==> config.mk <==
export PLATFORM = sky130hd
export DESIGN_NAME = cpu_bmem_ctrl
export DESIGN_NICKNAME = d
export VERILOG_FILES = /design/src/rtl/cpu_types_pkg.sv /design/src/rtl/line_assembler.sv /design/src/rtl/cpu_bmem_ctrl.sv
export SDC_FILE = /design/constraint.sdc
export NUM_CORES = 2
export LEC_CHECK = 0
export BUFFER_PORTS_ARGS = -buffer_cell sky130_fd_sc_hd__buf_2
export CAP_MARGIN = 15
export CORE_AREA = 2 2 401 403
export CTS_CLUSTER_DIAMETER = 150
export DETAILED_ROUTE_END_ITERATION = 12
export DIE_AREA = 0 0 403 405
export GPL_TIMING_DRIVEN = 0
export HOLD_SLACK_MARGIN = 0.06
export MAX_ROUTING_LAYER = met4
export PLACE_DENSITY = 0.42
export SETUP_SLACK_MARGIN = 0.15
export SLEW_MARGIN = 20
export SYNTH_ARGS = -nofsm -noshare
export SYNTH_HDL_FRONTEND = slang
export SYNTH_SLANG_ARGS = --single-unit
==> constraint.sdc <==
create_clock -name clk -period 19.1 [get_ports clk]
set_clock_uncertainty 0.05 [all_clocks]
set_input_delay 2.865 -clock clk [delete_from_list [all_inputs] [get_ports clk]]
set_output_delay 2.865 -clock clk [all_outputs]
set_load 0.1 [all_outputs]
==> src/rtl/cpu_types_pkg.sv <==
// Shared types and constants for the cpu memory-side blocks: line/beat geometry,
// the banked-memory controller state machine and the cache-client owner tag.
package cpu_types_pkg;

  localparam int LINE_BITS = 256;
  localparam int BEAT_BITS = 64;
  localparam int BURST_LEN = 4;

  typedef enum logic [2:0] {
    IDLE,
    RD_ISSUE,
    RD_WAIT,
    WR_BURST,
    RESP
  } bmem_state_t;

  typedef enum logic {
    ICACHE,
    DCACHE
  } bmem_client_t;

  // Memory is addressed in whole 32-byte lines.
  function automatic logic [31:0] line_align(input logic [31:0] addr);
    return addr & ~32'h0000_001F;
  endfunction

endpackage

==> src/rtl/line_assembler.sv <==
// Collects BURST_LEN read beats into one cache line in arrival order; line_nxt
// and done expose the line including the beat accepted this cycle.
module line_assembler
  import cpu_types_pkg::*;
(
  input  logic                 clk,
  input  logic                 rst,
  input  logic                 clr,
  input  logic                 beat_vld,
  input  logic [BEAT_BITS-1:0] beat_data,
  output logic [LINE_BITS-1:0] line_nxt,
  output logic                 done
);

  logic [1:0]           cnt_q, cnt_d;
  logic [LINE_BITS-1:0] line_q, line_d;

  always_comb begin
    cnt_d  = cnt_q;
    line_d = line_q;
    done   = 1'b0;
    if (clr) begin
      cnt_d  = '0;
      line_d = '0;
    end else if (beat_vld) begin
      line_d[int'(cnt_q)*BEAT_BITS +: BEAT_BITS] = beat_data;
      cnt_d = cnt_q + 2'd1;
      done  = (int'(cnt_q) == BURST_LEN - 1);
    end
  end

  assign line_nxt = line_d;

  always_ff @(posedge clk) begin
    line_q <= line_d;
    if (rst) cnt_q <= '0;
    else     cnt_q <= cnt_d;
  end

endmodule

==> src/rtl/cpu_bmem_ctrl.sv <==
// Merges icache and dcache line requests onto the single banked-memory port,
// one transaction at a time, dcache winning ties.
module cpu_bmem_ctrl
  import cpu_types_pkg::*;
#(
  parameter int SS = 1
) (
  input  logic                 clk,
  input  logic                 rst,
  input  logic [31:0]          i_addr,
  input  logic                 i_read,
  output logic [LINE_BITS-1:0] i_rdata,
  output logic                 i_resp,
  input  logic [31:0]          d_addr,
  input  logic                 d_read,
  input  logic                 d_write,
  input  logic [LINE_BITS-1:0] d_wdata,
  output logic [LINE_BITS-1:0] d_rdata,
  output logic                 d_resp,
  output logic [31:0]          bmem_addr,
  output logic                 bmem_read,
  output logic                 bmem_write,
  output logic [BEAT_BITS-1:0] bmem_wdata,
  input  logic                 bmem_ready,
  input  logic [31:0]          bmem_raddr,
  input  logic [BEAT_BITS-1:0] bmem_rdata,
  input  logic                 bmem_rvalid
);

  if (SS < 1) begin : g_ss_invalid
  end

  bmem_state_t          state_q, state_d;
  bmem_client_t         owner_q, owner_d;
  logic [31:0]          addr_q, addr_d;
  logic [LINE_BITS-1:0] wline_q, wline_d;
  logic [1:0]           wcnt_q, wcnt_d;
  logic [LINE_BITS-1:0] i_rdata_q, i_rdata_d;
  logic [LINE_BITS-1:0] d_rdata_q, d_rdata_d;

  logic                 beat_take;
  logic [LINE_BITS-1:0] asm_line;
  logic                 asm_done;

  // Beats tagged for any other line belong to someone else and are dropped.
  assign beat_take = (state_q == RD_WAIT) && bmem_rvalid && (bmem_raddr == addr_q);

  line_assembler u_asm (
    .clk       (clk),
    .rst       (rst),
    .clr       (state_q != RD_WAIT),
    .beat_vld  (beat_take),
    .beat_data (bmem_rdata),
    .line_nxt  (asm_line),
    .done      (asm_done)
  );

  always_comb begin
    state_d   = state_q;
    owner_d   = owner_q;
    addr_d    = addr_q;
    wline_d   = wline_q;
    wcnt_d    = wcnt_q;
    i_rdata_d = i_rdata_q;
    d_rdata_d = d_rdata_q;
    unique case (state_q)
      IDLE: begin
        wcnt_d = '0;
        if (d_read || d_write) begin
          owner_d = DCACHE;
          addr_d  = line_align(d_addr);
          wline_d = d_wdata;
          state_d = d_write ? WR_BURST : RD_ISSUE;
        end else if (i_read) begin
          owner_d = ICACHE;
          addr_d  = line_align(i_addr);
          state_d = RD_ISSUE;
        end
      end
      RD_ISSUE: begin
        if (bmem_ready) state_d = RD_WAIT;
      end
      RD_WAIT: begin
        if (asm_done) begin
          state_d = RESP;
          if (owner_q == ICACHE) i_rdata_d = asm_line;
          else                   d_rdata_d = asm_line;
        end
      end
      WR_BURST: begin
        if (bmem_ready) begin
          wcnt_d = wcnt_q + 2'd1;
          if (int'(wcnt_q) == BURST_LEN - 1) state_d = RESP;
        end
      end
      RESP:    state_d = IDLE;
      default: state_d = IDLE;
    endcase
  end

  always_ff @(posedge clk) begin
    wline_q <= wline_d;
    if (rst) begin
      state_q   <= IDLE;
      owner_q   <= ICACHE;
      addr_q    <= '0;
      wcnt_q    <= '0;
      i_rdata_q <= '0;
      d_rdata_q <= '0;
    end else begin
      state_q   <= state_d;
      owner_q   <= owner_d;
      addr_q    <= addr_d;
      wcnt_q    <= wcnt_d;
      i_rdata_q <= i_rdata_d;
      d_rdata_q <= d_rdata_d;
    end
  end

  // Memory-side outputs come only from registered state.
  assign bmem_addr  = addr_q;
  assign bmem_read  = (state_q == RD_ISSUE);
  assign bmem_write = (state_q == WR_BURST);
  assign bmem_wdata = bmem_write ? wline_q[int'(wcnt_q)*BEAT_BITS +: BEAT_BITS] : '0;
  assign i_resp     = (state_q == RESP) && (owner_q == ICACHE);
  assign d_resp     = (state_q == RESP) && (owner_q == DCACHE);
  assign i_rdata    = i_rdata_q;
  assign d_rdata    = d_rdata_q;

endmodule

# After elaboration in Yosys (flattened, before gate mapping)
# Cells that the tools add are included.
# op_classes
add_sub_neg,3
shift,3
n_reduce_logical,15
bitwise_logic,1
eq_ne,13
mux,20
# ops
op,n
$mux W256,2
$bwmux W256,1
$shift A64 B33 Y256 const A,1
$shiftx A256 B9 Y64,1
$shiftx A64 B33 Y256,1
$mux W32,2
$mux W64,1
$neg A8 Y33,1
$eq A32 B32 Y1,1
$mux W3,6
$pmux W3 S4,1
$eq A3 B2 Y1 const B,2
$ne A2 B1 Y1 const B,3
$reduce_and A2 Y1,3
$reduce_and A3 Y1,2
$reduce_and A5 Y1,1
$add A2 B1 Y2 const B,2
$eq A2 B1 Y1 const B,2
$logic_and A1 B1 Y1,4
$mux W1,4
$mux W2,2
$pmux W2 S2,1
$reduce_bool A2 Y1,2
$eq A3 B1 Y1 const B,1
8 further kinds,8
# totals
elab_cells,64
register_bits,1064
in_bits,423
output_inout_bits,612

# Logic depth before layout (Yosys ltp)
# logic_depth
ltp_word,7
depth_mapped,11
ltp_nobuf,6

# Cells and area by module
# From an unflattened synthesis, not the netlist that was laid out.
# hier_totals
hier_cells,3802
area_unflattened_um2,38782.2
# by_module_without_submodules
mod,seq_area_each_um2,n_inst,area_per_inst_um2,cells_per_inst
cpu_bmem_ctrl,18597.8,1,29354.4,2867
line_assembler,5165.0,1,9427.8,935

# Worst setup path before layout
# OpenSTA, ideal clock, no wires.
# synth_path
kind,input-to-reg
from,input port d_write
to,register owner_q
t_arrival_ps,15434
t_required_ps,18985
stages,5
path_buffers,1
path_slack_ps,3551
cell_sequence,clkbuf_1 nor2_1 nor2b_1 o21ba_2 nor2_1
# synth_between
elab_chain_cells,3
elab_cells_between_ends,4
cone_classes,1 x mux; 3 x reduce/logical
# synth_lines
element,line_no,source
start: declaration,cpu_bmem_ctrl.sv:16,"input logic d_write,"
$logic_or A1 B1 Y1 *,cpu_bmem_ctrl.sv:69,if (d_read || d_write) begin
$reduce_bool A2 Y1 (no line),--,
$reduce_and A2 Y1 (no line),--,
end signal: assignment,cpu_bmem_ctrl.sv:112,owner_q <= owner_d;
end: declaration,cpu_bmem_ctrl.sv:34,"bmem_client_t owner_q, owner_d;"
# Mark *: on every way between the ends. The rest lies on a longest branch, timed or not.
# A chain may end at the register's enable or synchronous reset.

# Final worst setup path
# layout_path
from,register wcnt_q[0]
to,output port bmem_wdata[34]
# layout_between
elab_chain_cells,2
# layout_lines
element,line_no,source
start: declaration,cpu_bmem_ctrl.sv:37,"logic [1:0] wcnt_q, wcnt_d;"
start signal: assignment,cpu_bmem_ctrl.sv:114,wcnt_q <= wcnt_d;
$shiftx A256 B9 Y64,cpu_bmem_ctrl.sv:124,assign bmem_wdata = bmem_write ? wline_q[int'(wcnt_q)*BEAT_BITS +: BEAT_BITS] : '0;
$mux W64,cpu_bmem_ctrl.sv:124,
end: declaration,cpu_bmem_ctrl.sv:23,"output logic [BEAT_BITS-1:0] bmem_wdata,"
# Every way passes these cells.

==> results.yml <==
status:
  outcome: "finished clean"
routing:
  wl_met1_um: 74320
  vias: 29980
  wl_um: 183600
  dr_wl_met2_um: 89210
  drt_iter0_drc: 1992
  drc_errors: 0
  final_antenna_net_count: 0
  viasPerCell: 4.594
  dr.pass1.iters: 5
  route.top_layer_used: "met4"
  route.met3.wl_um: 14990
  wire_per_inst_um: 28.14
timing:
  slew_headroom_pct: 29.49
  min_period_ps: 6694
  fin_crit_sh_pct: 35.04
  worstMarginPinSlew_ps: 1054
  slew_violations: 0
  finalHoldViolations: 0
  finalSetupViolCount: 0
  rsz0062_at_grt: "no"
  fin_ws_ps: 12410
  fmax_mhz: 149.4
worst_setup_path:
  critPathTopFamily: "buffers and inverters"
  startpoint_type: "flip-flop"
  cp_cell_sequence: "clkbuf_1, buf_1, mux4_2, and3_1, buf_2"
  worstPathArrival_ps: 3780
  cpPeakStageDelay_ps: 830
  crit_buf_inv: 3
  end_kind: "primary output"
  cp_slowest_cell: "buf_1"
  crit_type: "flip-flop to primary output"
  crit_required_ps: 16190
  worstPathMaxFanout: 10
floorplanning:
  start_util_pct: 22.58
  dieArea_mm2: 0.1632
  rows: 147
  ios: 1035
  die_h_um: 405
  core_area_mm2: 0.1593
  die_w_um: 403
yosys:
  synth-adder-area-share_pct: 0.2087
  yosys.area_share.simple_pct: 9.939
  yosys.area.top_type: "dfxtp_1"
  ys_warn_count: 0
  syn-cell-area_mm2: 0.03596
  synth-async-reset-ratio_pct: 0
  synth.distinct_cells: 44
  synth_xor_xnor_area_share_pct: 0.6819
  synthMuxAreaShare_pct: 4.036
  synth-edff-count: 256
  synth_compound_area_share_pct: 17.06
  ys_seq_elements: 995
  synth_top_family_by_area: "compound AO/OA/AOI/OAI gates"
  ys.flop_type: "dfxtp_1"
  synth_top_area_share_pct: 41.14
  yosysSeqAreaShare_pct: 62.51
  syn_area_per_cell_um2: 11.40
  synthCells: 3154
  synth_area_leaders: "dfxtp_1 (41%), edfxtp_1 (21%), a211oi_1 (7.2%)"
cts:
  cts_made_buffers: 115
  cts-root-buf: "clkbuf_16"
  cts_tree: "done"
  postCtsSetupRepairBufs: 0
  htree_levels: 3
  cts-resized-gates: 0
  cts_hold_buf: 0
  cts.sinks: 995
  clk_latency_ps: 730
  clkTransAtPathRegs_ps: 60
  clk_path_buf_depth: 3
hold_path:
  hp-class: "flip-flop to flip-flop"
power_and_ir_drop:
  leakage_nw: 20.19
  ir_drop_mv: 0.07580
  totalPowerFinal_mw: 4.971
  power_density_mw_per_mm2: 103.2
layout:
  num-fill-cells: 16820
  layout_common_cells: "buf_2 (1099), dfxtp_1 (739), nor2_1 (420), a211oi_1 (346), edfxtp_1 (256)"
  fin_nets: 4748
  drive_above_1_share_pct: 35.27
  final_common_cell: "buf_2"
  syn_to_final_growth_pct: 33.97
  post-route-util_pct: 30.25
place:
  dp_hpwl_um: 146500
  place.gp.congestion: 0.8930
  post-place-ws_ps: 11890
  port_buffers: 1017
grt:
  grt_max_degree: 29
  antenna_found_initial: 45
  grt_pass1_wl_um: 247700
  track_usage_pct: 22.44
  grt_pass1_vias: 29810
  overflow: 0
flow_run:
  cap_viol_max_count: 0
-- layer usage --
layer	GRT usage (%)	vias to the layer above
met1	26.14	14830
met2	37.63	1167
met3	6.659	247
met4	5.815	0
li1	-	13740
met5	-	-
-- power by group --
group,total (mW),internal (mW),switching [mW]
Sequential,2.28,2.25,0.0322
Clock,2.25,1.29,0.956
Combinational,0.441,0.113,0.328
-- metrics by stage --
step,cell area (um^2),hold WS [ps],std cells,setup TNS (ps)
3_5_place_dp,44240,392.3,6288,0
4_1_cts,48120,399.7,6500,0
3_3_place_gp,43680,387.6,6261,-582010
5_1_grt,48170,410.3,6521,0
2_1_floorplan,35980,399.7,3158,0
6_report,48180,398.9,6525,0
-- registers in the layout, summed over array words and instances, names as in the netlist --
signal / count
u_asm.cnt_q: 2
wcnt_q: 2
d_rdata: 256
u_asm.line_q: 192
state_q: 3
bmem_addr: 27
wline_q: 256
i_rdata: 256
owner_q: 1
-- worst reg2reg max path: stages (launching register included) --
cell,delay (ps)
dfxtp_1,310
buf_4,170
or3b_1,370
buf_2,230
nor4_4,370
and4_1,220
buf_2,250
nand3_1,130
nor2_1,470
buf_2,530
clkbuf_1,760
a211oi_1,190
-- kinds of logic after synthesis --
logic type | after synthesis
other | 1
muxes | 65
xor gates and xnor gates | 28
buffers and inverters | 473
adders and majority gates | 6
and+or+nand+nor | 815
AOI/OAI and AO/OA | 771
DFF | 995
-- cell usage after synthesis, drive strengths merged, types with 3 or more instances --
master	n
a31oi	4
nand3b	3
nand3	131
dfxtp	739
mux4	64
a211oi	384
nand4	8
nand2	159
nor3	8
clkbuf	169
buf	108
nor4	10
a21oi	132
ha	6
xor2	11
and3	67
nor2	420
o21ai	28
a311oi	27
edfxtp	256
inv	196
xnor2	17
a22oi	192
-- layout make-up --
| type | count | area, um^2 | share of cell area, % |
|---|---|---|---|
| inverter | 196 | 735.7 | 1.527 |
| tap | 2086 | 2610 | 5.417 |
| clock buffer | 177 | 3422 | 7.103 |
| clock inverter | 35 | 449.2 | 0.9323 |
| timing repair buffer | 1044 | 5557 | 11.53 |
| multi-input combinational | 1690 | 11580 | 24.05 |
| antenna | 25 | 62.56 | 0.1298 |
| sequential | 995 | 22480 | 46.66 |
| buffer | 277 | 1277 | 2.651 |
-- path summary, 6_finish.rpt --
kind	startpoint	to	slack (ps)	cells past startpoint
worst max-delay path	wcnt_q[0]$_SDFFE_PP0P_	bmem_wdata[34]	12410	5
worst min-delay path	d_rdata[233]$_SDFFE_PP0P_	d_rdata[233]$_SDFFE_PP0P_	400	2
worst max register to register	state_q[1]$_SDFFE_PP0P_	i_rdata[110]$_SDFFE_PP0P_	14920	11
worst min register to register	d_rdata[233]$_SDFFE_PP0P_	d_rdata[233]$_SDFFE_PP0P_	400	2
Power figures use the tool's default switching activity.
